`src/rtl/gen_teamplayer_if.sv`:
```
// Pin bundle between the port I/O block and the Team Player multitap:
// host handshake pins, pad inputs and the returned TL/D pins.
interface gen_teamplayer_if;
    logic        TH;
    logic        TR;
    logic [3:0]  PRESENT;
    logic [3:0]  SIX_BTN;
    logic [47:0] P_BTN;
    logic [3:0]  D;
    logic        TL;

    modport master (
        output TH, TR, PRESENT, SIX_BTN, P_BTN,
        input  D, TL
    );

    modport slave (
        input  TH, TR, PRESENT, SIX_BTN, P_BTN,
        output D, TL
    );
endinterface

```
`src/rtl/gen_teamplayer.sv`:
```
// Team Player multitap: shares one controller port among four pads, streaming a
// header, per-pad type nibbles and button nibbles over the TH/TR/TL handshake.
module gen_teamplayer #(
    parameter int ACK_DELAY = 4,
    parameter int TIMEOUT   = 2047
) (
    input  logic            CLK,
    input  logic            RESET,
    input  logic            CE,
    gen_teamplayer_if.slave tp
);

    localparam int              TO_W     = $clog2(TIMEOUT + 1);
    localparam logic [3:0]      ACK_LAST = 4'(ACK_DELAY - 1);
    localparam logic [TO_W-1:0] TO_LAST  = TO_W'(TIMEOUT - 1);

    typedef enum logic [1:0] {
        ST_IDLE = 2'd0,
        ST_HDR  = 2'd1,
        ST_PADS = 2'd2,
        ST_DONE = 2'd3
    } state_t;

    function automatic logic [3:0] type_nibble(input logic present, input logic six);
        logic [3:0] r;
        if (!present) begin
            r = 4'hF;
        end else if (six) begin
            r = 4'h1;
        end else begin
            r = 4'h0;
        end
        return r;
    endfunction

    // Pin order inside the 12-bit pad word is {Z,Y,X,MODE,START,C,B,A,RIGHT,LEFT,DOWN,UP}.
    function automatic logic [3:0] btn_nibble(input logic [11:0] b, input logic [2:0] sel);
        logic [3:0] r;
        case (sel)
            3'd0:    r = b[3:0];
            3'd1:    r = {b[7], b[4], b[6], b[5]};
            3'd2:    r = {b[8], b[9], b[10], b[11]};
            default: r = 4'hF;
        endcase
        return r;
    endfunction

    // Returns {found, pad} for the lowest present pad at or above 'from'.
    function automatic logic [2:0] find_pad(input logic [3:0] mask, input logic [2:0] from);
        logic [2:0] r;
        r = 3'b000;
        for (int i = 3; i >= 0; i--) begin
            if ((i >= int'(from)) && mask[i]) begin
                r = {1'b1, 2'(i)};
            end else begin
                r = r;
            end
        end
        return r;
    endfunction

    state_t          state_q, state_d;
    logic [2:0]      idx_q, idx_d;
    logic [1:0]      pad_q, pad_d;
    logic            th_q, th_d, th_prev_q, th_prev_d, tr_q, tr_d;
    logic [3:0]      ack_cnt_q, ack_cnt_d;
    logic [TO_W-1:0] to_cnt_q, to_cnt_d;
    logic [47:0]     snap_btn_q, snap_btn_d;
    logic [3:0]      snap_present_q, snap_present_d;
    logic [3:0]      snap_six_q, snap_six_d;
    logic [3:0]      d_q, d_d;
    logic            tl_q, tl_d;

    logic            th_fall_s, th_edge_s, pending_s, ack_s, timeout_s, last_nib_s;
    logic [2:0]      first_pad_s, next_pad_s;
    logic [1:0]      hdr_pad_s;
    logic [11:0]     cur_btn_s;
    logic [3:0]      nib_s;

    assign tp.D  = d_q;
    assign tp.TL = tl_q;

    // Handshake events; TH forcing and the TH fall take priority over acks and timeout.
    always_comb begin
        th_fall_s   = th_prev_q & ~th_q;
        th_edge_s   = th_prev_q ^ th_q;
        pending_s   = (state_q != ST_IDLE) && (tr_q != tl_q);
        ack_s       = CE && !th_q && !th_fall_s && pending_s && (ack_cnt_q == ACK_LAST);
        timeout_s   = CE && !th_q && !th_fall_s && (state_q != ST_IDLE) && (to_cnt_q == TO_LAST);
        cur_btn_s   = snap_btn_q[12*int'(pad_q) +: 12];
        last_nib_s  = snap_six_q[pad_q] ? (idx_q == 3'd2) : (idx_q == 3'd1);
        first_pad_s = find_pad(snap_present_q, 3'd0);
        next_pad_s  = find_pad(snap_present_q, {1'b0, pad_q} + 3'd1);
        hdr_pad_s   = 2'(idx_q - 3'd3);
    end

    // Nibble that the next ack will place on D.
    always_comb begin
        nib_s = 4'hF;
        case (state_q)
            ST_HDR: begin
                case (idx_q)
                    3'd0:       nib_s = 4'hF;
                    3'd1, 3'd2: nib_s = 4'h0;
                    default:    nib_s = type_nibble(snap_present_q[hdr_pad_s], snap_six_q[hdr_pad_s]);
                endcase
            end
            ST_PADS: nib_s = btn_nibble(cur_btn_s, idx_q);
            ST_DONE: nib_s = 4'hF;
            default: nib_s = 4'hF;
        endcase
    end

    // FSM state register.
    always_ff @(posedge CLK or posedge RESET) begin
        if (RESET) begin
            state_q <= ST_IDLE;
            idx_q   <= 3'd0;
            pad_q   <= 2'd0;
        end else begin
            state_q <= state_d;
            idx_q   <= idx_d;
            pad_q   <= pad_d;
        end
    end

    // FSM next-state: header, then present pads in order, then the saturating DONE tail.
    always_comb begin
        state_d = state_q;
        idx_d   = idx_q;
        pad_d   = pad_q;
        if (!CE) begin
            state_d = state_q;
        end else if (th_q) begin
            state_d = ST_IDLE;
            idx_d   = 3'd0;
            pad_d   = 2'd0;
        end else if (th_fall_s) begin
            state_d = ST_HDR;
            idx_d   = 3'd0;
            pad_d   = 2'd0;
        end else if (ack_s) begin
            case (state_q)
                ST_HDR: begin
                    if (idx_q != 3'd6) begin
                        idx_d = idx_q + 3'd1;
                    end else if (first_pad_s[2]) begin
                        state_d = ST_PADS;
                        idx_d   = 3'd0;
                        pad_d   = first_pad_s[1:0];
                    end else begin
                        state_d = ST_DONE;
                        idx_d   = 3'd0;
                    end
                end
                ST_PADS: begin
                    if (!last_nib_s) begin
                        idx_d = idx_q + 3'd1;
                    end else if (next_pad_s[2]) begin
                        idx_d = 3'd0;
                        pad_d = next_pad_s[1:0];
                    end else begin
                        state_d = ST_DONE;
                        idx_d   = 3'd0;
                    end
                end
                ST_DONE: idx_d = idx_q;
                default: state_d = ST_IDLE;
            endcase
        end else if (timeout_s) begin
            state_d = ST_HDR;
            idx_d   = 3'd0;
            pad_d   = 2'd0;
        end else begin
            state_d = state_q;
        end
    end

    // FSM outputs: D and TL move together on an ack and are forced to idle while TH is high.
    always_comb begin
        d_d  = d_q;
        tl_d = tl_q;
        if (!CE) begin
            d_d = d_q;
        end else if (th_q) begin
            d_d  = 4'h3;
            tl_d = 1'b1;
        end else if (ack_s) begin
            d_d  = nib_s;
            tl_d = tr_q;
        end else begin
            d_d = d_q;
        end
    end

    // Input sampling, snapshot capture and the ack/timeout counters.
    always_comb begin
        th_d           = CE ? tp.TH : th_q;
        th_prev_d      = CE ? th_q : th_prev_q;
        tr_d           = CE ? tp.TR : tr_q;
        snap_btn_d     = snap_btn_q;
        snap_present_d = snap_present_q;
        snap_six_d     = snap_six_q;
        ack_cnt_d      = ack_cnt_q;
        to_cnt_d       = to_cnt_q;
        if (!CE) begin
            ack_cnt_d = ack_cnt_q;
        end else begin
            if (th_fall_s) begin
                snap_btn_d     = tp.P_BTN;
                snap_present_d = tp.PRESENT;
                snap_six_d     = tp.SIX_BTN;
            end else begin
                snap_btn_d = snap_btn_q;
            end
            if (th_q || th_fall_s || !pending_s || ack_s || timeout_s) begin
                ack_cnt_d = 4'd0;
            end else begin
                ack_cnt_d = ack_cnt_q + 4'd1;
            end
            if ((state_q == ST_IDLE) || th_q || th_edge_s || ack_s || timeout_s) begin
                to_cnt_d = '0;
            end else begin
                to_cnt_d = to_cnt_q + TO_W'(1);
            end
        end
    end

    // Datapath and output registers.
    always_ff @(posedge CLK or posedge RESET) begin
        if (RESET) begin
            th_q           <= 1'b1;
            th_prev_q      <= 1'b1;
            tr_q           <= 1'b1;
            snap_btn_q     <= {48{1'b1}};
            snap_present_q <= 4'hF;
            snap_six_q     <= 4'hF;
            ack_cnt_q      <= 4'd0;
            to_cnt_q       <= '0;
            d_q            <= 4'h3;
            tl_q           <= 1'b1;
        end else begin
            th_q           <= th_d;
            th_prev_q      <= th_prev_d;
            tr_q           <= tr_d;
            snap_btn_q     <= snap_btn_d;
            snap_present_q <= snap_present_d;
            snap_six_q     <= snap_six_d;
            ack_cnt_q      <= ack_cnt_d;
            to_cnt_q       <= to_cnt_d;
            d_q            <= d_d;
            tl_q           <= tl_d;
        end
    end

endmodule

```
`src/flat_wrapper.sv`:
```
// flat-port wrapper written by rule: the top's interface ports become plain ports
module gen_teamplayer_flat 
#(
    parameter int ACK_DELAY = 4,
    parameter int TIMEOUT   = 2047
)
  (CLK, RESET, CE, tp_TH, tp_TR, tp_PRESENT, tp_SIX_BTN, tp_P_BTN, tp_D, tp_TL);
  gen_teamplayer_if tp_i ();
  input  logic CLK;
  input  logic RESET;
  input  logic CE;
  input wire logic [$bits(tp_i.TH)-1:0] tp_TH;
  input wire logic [$bits(tp_i.TR)-1:0] tp_TR;
  input wire logic [$bits(tp_i.PRESENT)-1:0] tp_PRESENT;
  input wire logic [$bits(tp_i.SIX_BTN)-1:0] tp_SIX_BTN;
  input wire logic [$bits(tp_i.P_BTN)-1:0] tp_P_BTN;
  output wire logic [$bits(tp_i.D)-1:0] tp_D;
  output wire logic [$bits(tp_i.TL)-1:0] tp_TL;
  assign tp_i.TH = tp_TH;
  assign tp_i.TR = tp_TR;
  assign tp_i.PRESENT = tp_PRESENT;
  assign tp_i.SIX_BTN = tp_SIX_BTN;
  assign tp_i.P_BTN = tp_P_BTN;
  assign tp_D = tp_i.D;
  assign tp_TL = tp_i.TL;
  gen_teamplayer #(.ACK_DELAY(ACK_DELAY), .TIMEOUT(TIMEOUT)) u_core (.CLK(CLK), .RESET(RESET), .CE(CE), .tp(tp_i));
endmodule
```
`config.mk`:
```
export PLATFORM = sky130hd
export DESIGN_NAME = gen_teamplayer_flat
export DESIGN_NICKNAME = d
export VERILOG_FILES = /design/src/rtl/gen_teamplayer_if.sv /design/src/rtl/gen_teamplayer.sv /design/src/flat_wrapper.sv
export SDC_FILE = /design/constraint.sdc
export NUM_CORES = 1
export LEC_CHECK = 0
export CAP_MARGIN = 10
export CORE_AREA = 5 5 97 99
export DETAILED_ROUTE_END_ITERATION = 8
export DIE_AREA = 0 0 102 104
export PLACE_DENSITY = 0.78
export SYNTH_ARGS = -nofsm -noshare
export SYNTH_HDL_FRONTEND = slang
export SYNTH_SLANG_ARGS = --single-unit
```
`constraint.sdc`:
```
create_clock -name CLK -period 3.44 [get_ports CLK]
set_input_delay 0.344 -clock CLK [delete_from_list [all_inputs] [get_ports CLK]]
set_output_delay 0.344 -clock CLK [all_outputs]
set_load 0.005 [all_outputs]
```
## After elaboration in Yosys (flattened, before gate mapping)

Index checks and enable logic that the tools add are counted.
Widths: inputs -> output; s select.

| word-level totals | value |
|---|---|
| bits in registers | 86 |
| bits of input ports | 61 |
| output and inout bits | 5 |
| word-level logic and storage cells | 129 |

| operators by class | value |
|---|---|
| add/sub/neg operators | 5 |
| multipliers | 1 |
| order comparisons | 6 |
| equal/unequal tests | 16 |
| shift operators | 1 |
| mux-type cells | 51 |
| bitwise logic cells | 3 |
| reductions and logical operators | 33 |

Operators by type and width:

| kind | number |
|---|---|
| $shiftx 48x32->12 | 1 |
| $mux 3 | 14 |
| $mux 2 | 15 |
| $ne 5x3->1 const B | 6 |
| $mux 4 | 4 |
| $pmux 4 s2 | 2 |
| $pmux 4 s3 | 1 |
| $add 11x1->11 const B | 1 |
| $eq 11x11->1 const B | 1 |
| $logic_and 1x1->1 | 11 |
| $mux 11 | 1 |
| $logic_or 1x1->1 | 8 |
| $mux 1 | 8 |
| $reduce_and 7->1 | 1 |
| $bmux 1 s2 | 3 |
| $ge 1x3->1 const A | 2 |
| $ge 2x3->1 const A | 2 |
| $lt 2x3->1 const B | 2 |
| $pmux 2 s3 | 1 |
| $pmux 3 s2 | 1 |
| $reduce_and 6->1 | 1 |
| $add 4x1->4 const B | 1 |
| $eq 2x2->1 const B | 2 |
| $eq 4x2->1 const B | 1 |
| 22 further kinds | 26 |

## Longest topological paths before layout

| depth | value |
|---|---|
| depth after elaboration | 13 |
| mapped depth | 9 |

## Least setup slack after synthesis

Ideal clock, no wire load.

| timing path | value |
|---|---|
| path kind | register to register |
| start | register u_core.th_q |
| end | register u_core.state_q[0] |
| setup time | 0.125 ns |
| arrival time | 2.613 ns |
| required time | 3.315 ns |
| slack | 0.702 ns |
| cell stages (with the launch flop) | 9 |
| path buffers | 0 |
| period minus slack after synthesis | 2.738 ns |
| cells stage by stage | dfstp_2 -> inv_1 -> ha_1 -> or4_4 -> nor4b_2 -> nand2_1 -> o2111ai_2 -> o21bai_4 -> mux2_4 |

| on the way | value |
|---|---|
| longest elaborated chain between the ends | 9 |
| elaborated cells between the ends (all ways) | 19 |
| those cells by class | 4 x eq/ne; 3 x mux; 2 x bitwise; 10 x reduce/logical |

Ends and longest elaborated chain:

| element | line | RTL |
|---|---|---|
| start, declared | gen_teamplayer.sv:65 | `logic th_q, th_d, th_prev_q, th_prev_d, tr_q, tr_d;` |
| start signal, assigned | gen_teamplayer.sv:243 | `th_q <= th_d;` |
| parallel branches: the longest is 9 deep, another holds $reduce_and 6->1 | n/a |  |
| end signal, assigned | gen_teamplayer.sv:121 | `state_q <= state_d;` |
| end, declared | gen_teamplayer.sv:62 | `state_t state_q, state_d;` |

Several ways; the timed one is not identified.
A chain may end at the register's enable or synchronous reset.

## Worst setup path after layout

Same ends and word-level chain as after synthesis.

==> impl_metrics.tcl <==
set metrics [dict create \
    run_status "complete, no violations" \
    fin_crit_sh 0.8929 \
    dp_hpwl_um 6727 \
    h-tree-depth 3 \
    switching_power_mw 0.7343 \
    synth_cells 342 \
    min_period_ns 3.072 \
    setup_viol 0 \
    drive_gt1_frac 0.4072 \
    async_flop_share 1.000 \
    overflow 0 \
    synthAdderAreaFrac 0.03708 \
    fin_nets 484 \
    core_area_mm2 0.008466 \
    grt_max_degree 57 \
    rsz0062_at_grt "false" \
    cts_root_buf "clkbuf_8" \
    io_pins 66 \
    antenna_found_initial 0 \
    path_class "reg2reg" \
    grtUsageTotal 0.1853 \
    ant_nets 0 \
    post_cts_resized 0 \
    gp_congestion 0.7818 \
    synth-xor-area-share 0.01797 \
    yosys.area_share.simple 0.08985 \
    endpoint "u_core.state_q[0]" \
    grt_first_pass_wirelength_um 15550 \
    clockBufferDepth 2 \
    drt-wirelength-per-cell_um 17.84 \
    startpoint "u_core.th_q" \
    regArea_mm2 0.002230 \
    r2r_cells 8 \
    final-hold-violation-count 0 \
    die_area_mm2 0.01061 \
    initial_core_util 0.5182 \
    required_ns 3.69 \
    clk_latency_ns 0.37 \
    numClockSinks 86 \
    cap_viol_max_count 0 \
    antenna_cells 0 \
    tritoncts "done" \
    syn_avg_cell_area_um2 12.83 \
    cts-hold-fix-buffers 0 \
    grt_pass1_vias 3204 \
    p_per_area_mw_per_mm2 522.7 \
    leakagePower_nw 2.161 \
    syn_nets 416 \
    synthFlopType "dfstp_2" \
    ff2ff_setup_slack_ns 0.37 \
    hold_slack_ns 0.2288 \
    synthMuxAreaShare 0.2436 \
    drtIter0Drc 116 \
    skew_ns 0.01302 \
    worst_slew_pin_slew_ns 0.7010 \
    synth_compound_area_frac 0.08100 \
    r2r-start "u_core.th_q" \
    synth_top_family_by_area "multiplexers" \
    yosysSeqAreaShare 0.5083 \
    timing.slew.headroom 0.5326 \
    numCtsBuffers 9 \
    critPathLaunchType "flip-flop" \
    nFillCells 651 \
    rows 34 \
    cp-end-kind "flip-flop" \
    min_path_type "in2async" \
    ys_types 49 \
    p_clk_frac 0.266 \
    vias 2980 \
    synth_edf_count 0 \
    synth.cell_area_mm2 0.004387 \
    cp.arrival_ns 3.32 \
    vdd_drop_max_mv 0.2692 \
    seq_power_share 0.531 \
    fmax_ghz 0.3256 \
    synth_warnings 0 \
    ys_ff_latch 86 \
    maxSlewViolCount 0 \
    fp.dieH_um 104 \
    setup-tns-final_ns 0 \
    die_x_um 102 \
    cts_setup_buffers 0 \
    synthToLayoutAreaGrowth_pct 22.53 \
    drc 0 \
    drt_first_pass_iters 4 \
    combPwrFrac 0.203 \
    p_sw_frac 0.2614 \
    routed_via_density 5.698 \
    multi_input_area_mm2 0.002062 \
    routed_wl_um 9332 \
    io_buffers 65 \
    timing.rr.end "u_core.state_q[0]" \
    cts.clk_slew.worst_paths_ns 0.09 \
    intPower_mw 2.075 \
    cp_max_fo 13 \
]
[routing by layer]
layer	routed length [um]	up-vias	part of all wire	track usage
met5	0	-	0	0
met4	217	0	0.023	0.07591
met3	382	19	0.041	0.03421
met2	4735	85	0.51	0.2929
met1	3997	1480	0.43	0.2495
li1	-	1396	-	-
[cell families after synthesis]
| logic type | after synthesis |
|---|---|
| compound gates | 53 |
| xor+xnor | 9 |
| fa+ha+maj | 13 |
| buf+inv | 25 |
| flops | 86 |
| mux | 80 |
| simple gates | 76 |
[worst min path at each step]
stage / from / endpoint / slack, ns / depth (start not counted)
6_report: RESET / u_core.idx_q[1] / 0.23 / 2
5_1_grt: RESET / u_core.idx_q[1] / 0.26 / 2
4_1_cts: RESET / u_core.idx_q[2] / 0.22 / 2
3_5_place_dp: u_core.to_cnt_q[4] / u_core.to_cnt_q[4] / 0.48 / 1
3_3_place_gp: u_core.to_cnt_q[4] / u_core.to_cnt_q[4] / 0.48 / 1
2_1_floorplan: u_core.to_cnt_q[4] / u_core.to_cnt_q[4] / 0.44 / 1
[state kept, by name (all words and copies together), names as in the netlist]
register / count
u_core.tp.TL: 1
u_core.tr_q: 1
u_core.ack_cnt_q: 4
u_core.state_q: 2
u_core.snap_six_q: 4
u_core.snap_present_q: 4
u_core.idx_q: 3
u_core.th_q: 1
u_core.th_prev_q: 1
u_core.snap_btn_q: 48
u_core.tp.D: 4
u_core.to_cnt_q: 11
u_core.pad_q: 2
[stage by stage]
stage                 util  cell area [um2]  setup WS, ns  std cells  total power [mW]
finish              0.6349             5375        0.3684        523             2.810
global route        0.6349             5375        0.2685        523             2.944
CTS                 0.6349             5375        0.3776        523             2.830
detailed placement  0.6106             5169        0.4124        507             2.080
global placement    0.6106             5169        0.5165        507             2.041
floorplan                -             4387        0.7021        342             1.878
[critical path, stage by stage (launching register included)]
cell       delay [ns]
dfstp_2          0.61
inv_1            0.10
ha_1             0.24
or4_4            0.54
or4b_4           0.61
nand3_2          0.15
o2111ai_2        0.18
o21bai_4         0.24
mux2_4           0.29
[layout by cell type (no fill, tap or decap), drive strengths merged, types with 3 or more instances in the layout]
cell | Yosys | final
clkbuf | 10 | 10
nor2 | 15 | 15
a21oi | 14 | 14
dfrtp | 24 | 24
mux2 | 61 | 61
inv | 10 | 10
dfstp | 62 | 62
a22oi | 5 | 5
o21ai | 12 | 12
mux2i | 4 | 4
clkdlybuf4s50 | 0 | 65
mux4 | 15 | 15
nand4 | 7 | 7
xor2 | 8 | 8
ha | 13 | 13
clkinv | 0 | 4
nand3 | 10 | 10
nand2 | 26 | 26
nand2b | 3 | 3
buf | 5 | 7
a31oi | 3 | 3
[power groups by stage]
stage / Combinational (mW) / Sequential (mW) / Clock, mW
floorplan: 0.422 / 1.46 / 0
global placement: 0.550 / 1.49 / 0
detailed placement: 0.571 / 1.51 / 0
CTS: 0.575 / 1.49 / 0.763
global route: 0.625 / 1.52 / 0.797
finish: 0.570 / 1.49 / 0.746
[synth_stat cells, drive strengths merged (7+ instances only)]
library cell,count,area share
mux4,15,0.077
o21ai,12,0.014
ha,13,0.037
mux2,61,0.16
nand2,26,0.022
dfrtp,24,0.14
xor2,8,0.016
clkbuf,10,0.0086
inv,10,0.0086
a21oi,14,0.016
nand4,7,0.010
nor2,15,0.013
nand3,10,0.013
dfstp,62,0.37
[layout make-up]
class | count | area share
Clock inverter | 6 | 0.01280
Clock buffer | 10 | 0.02561
Tap cell | 108 | 0.02514
Inverter | 10 | 0.007216
Timing Repair Buffer | 72 | 0.1308
Sequential cell | 86 | 0.4148
Multi-Input combinational cell | 231 | 0.3836
No activity file was read; power rests on OpenSTA's default activity.
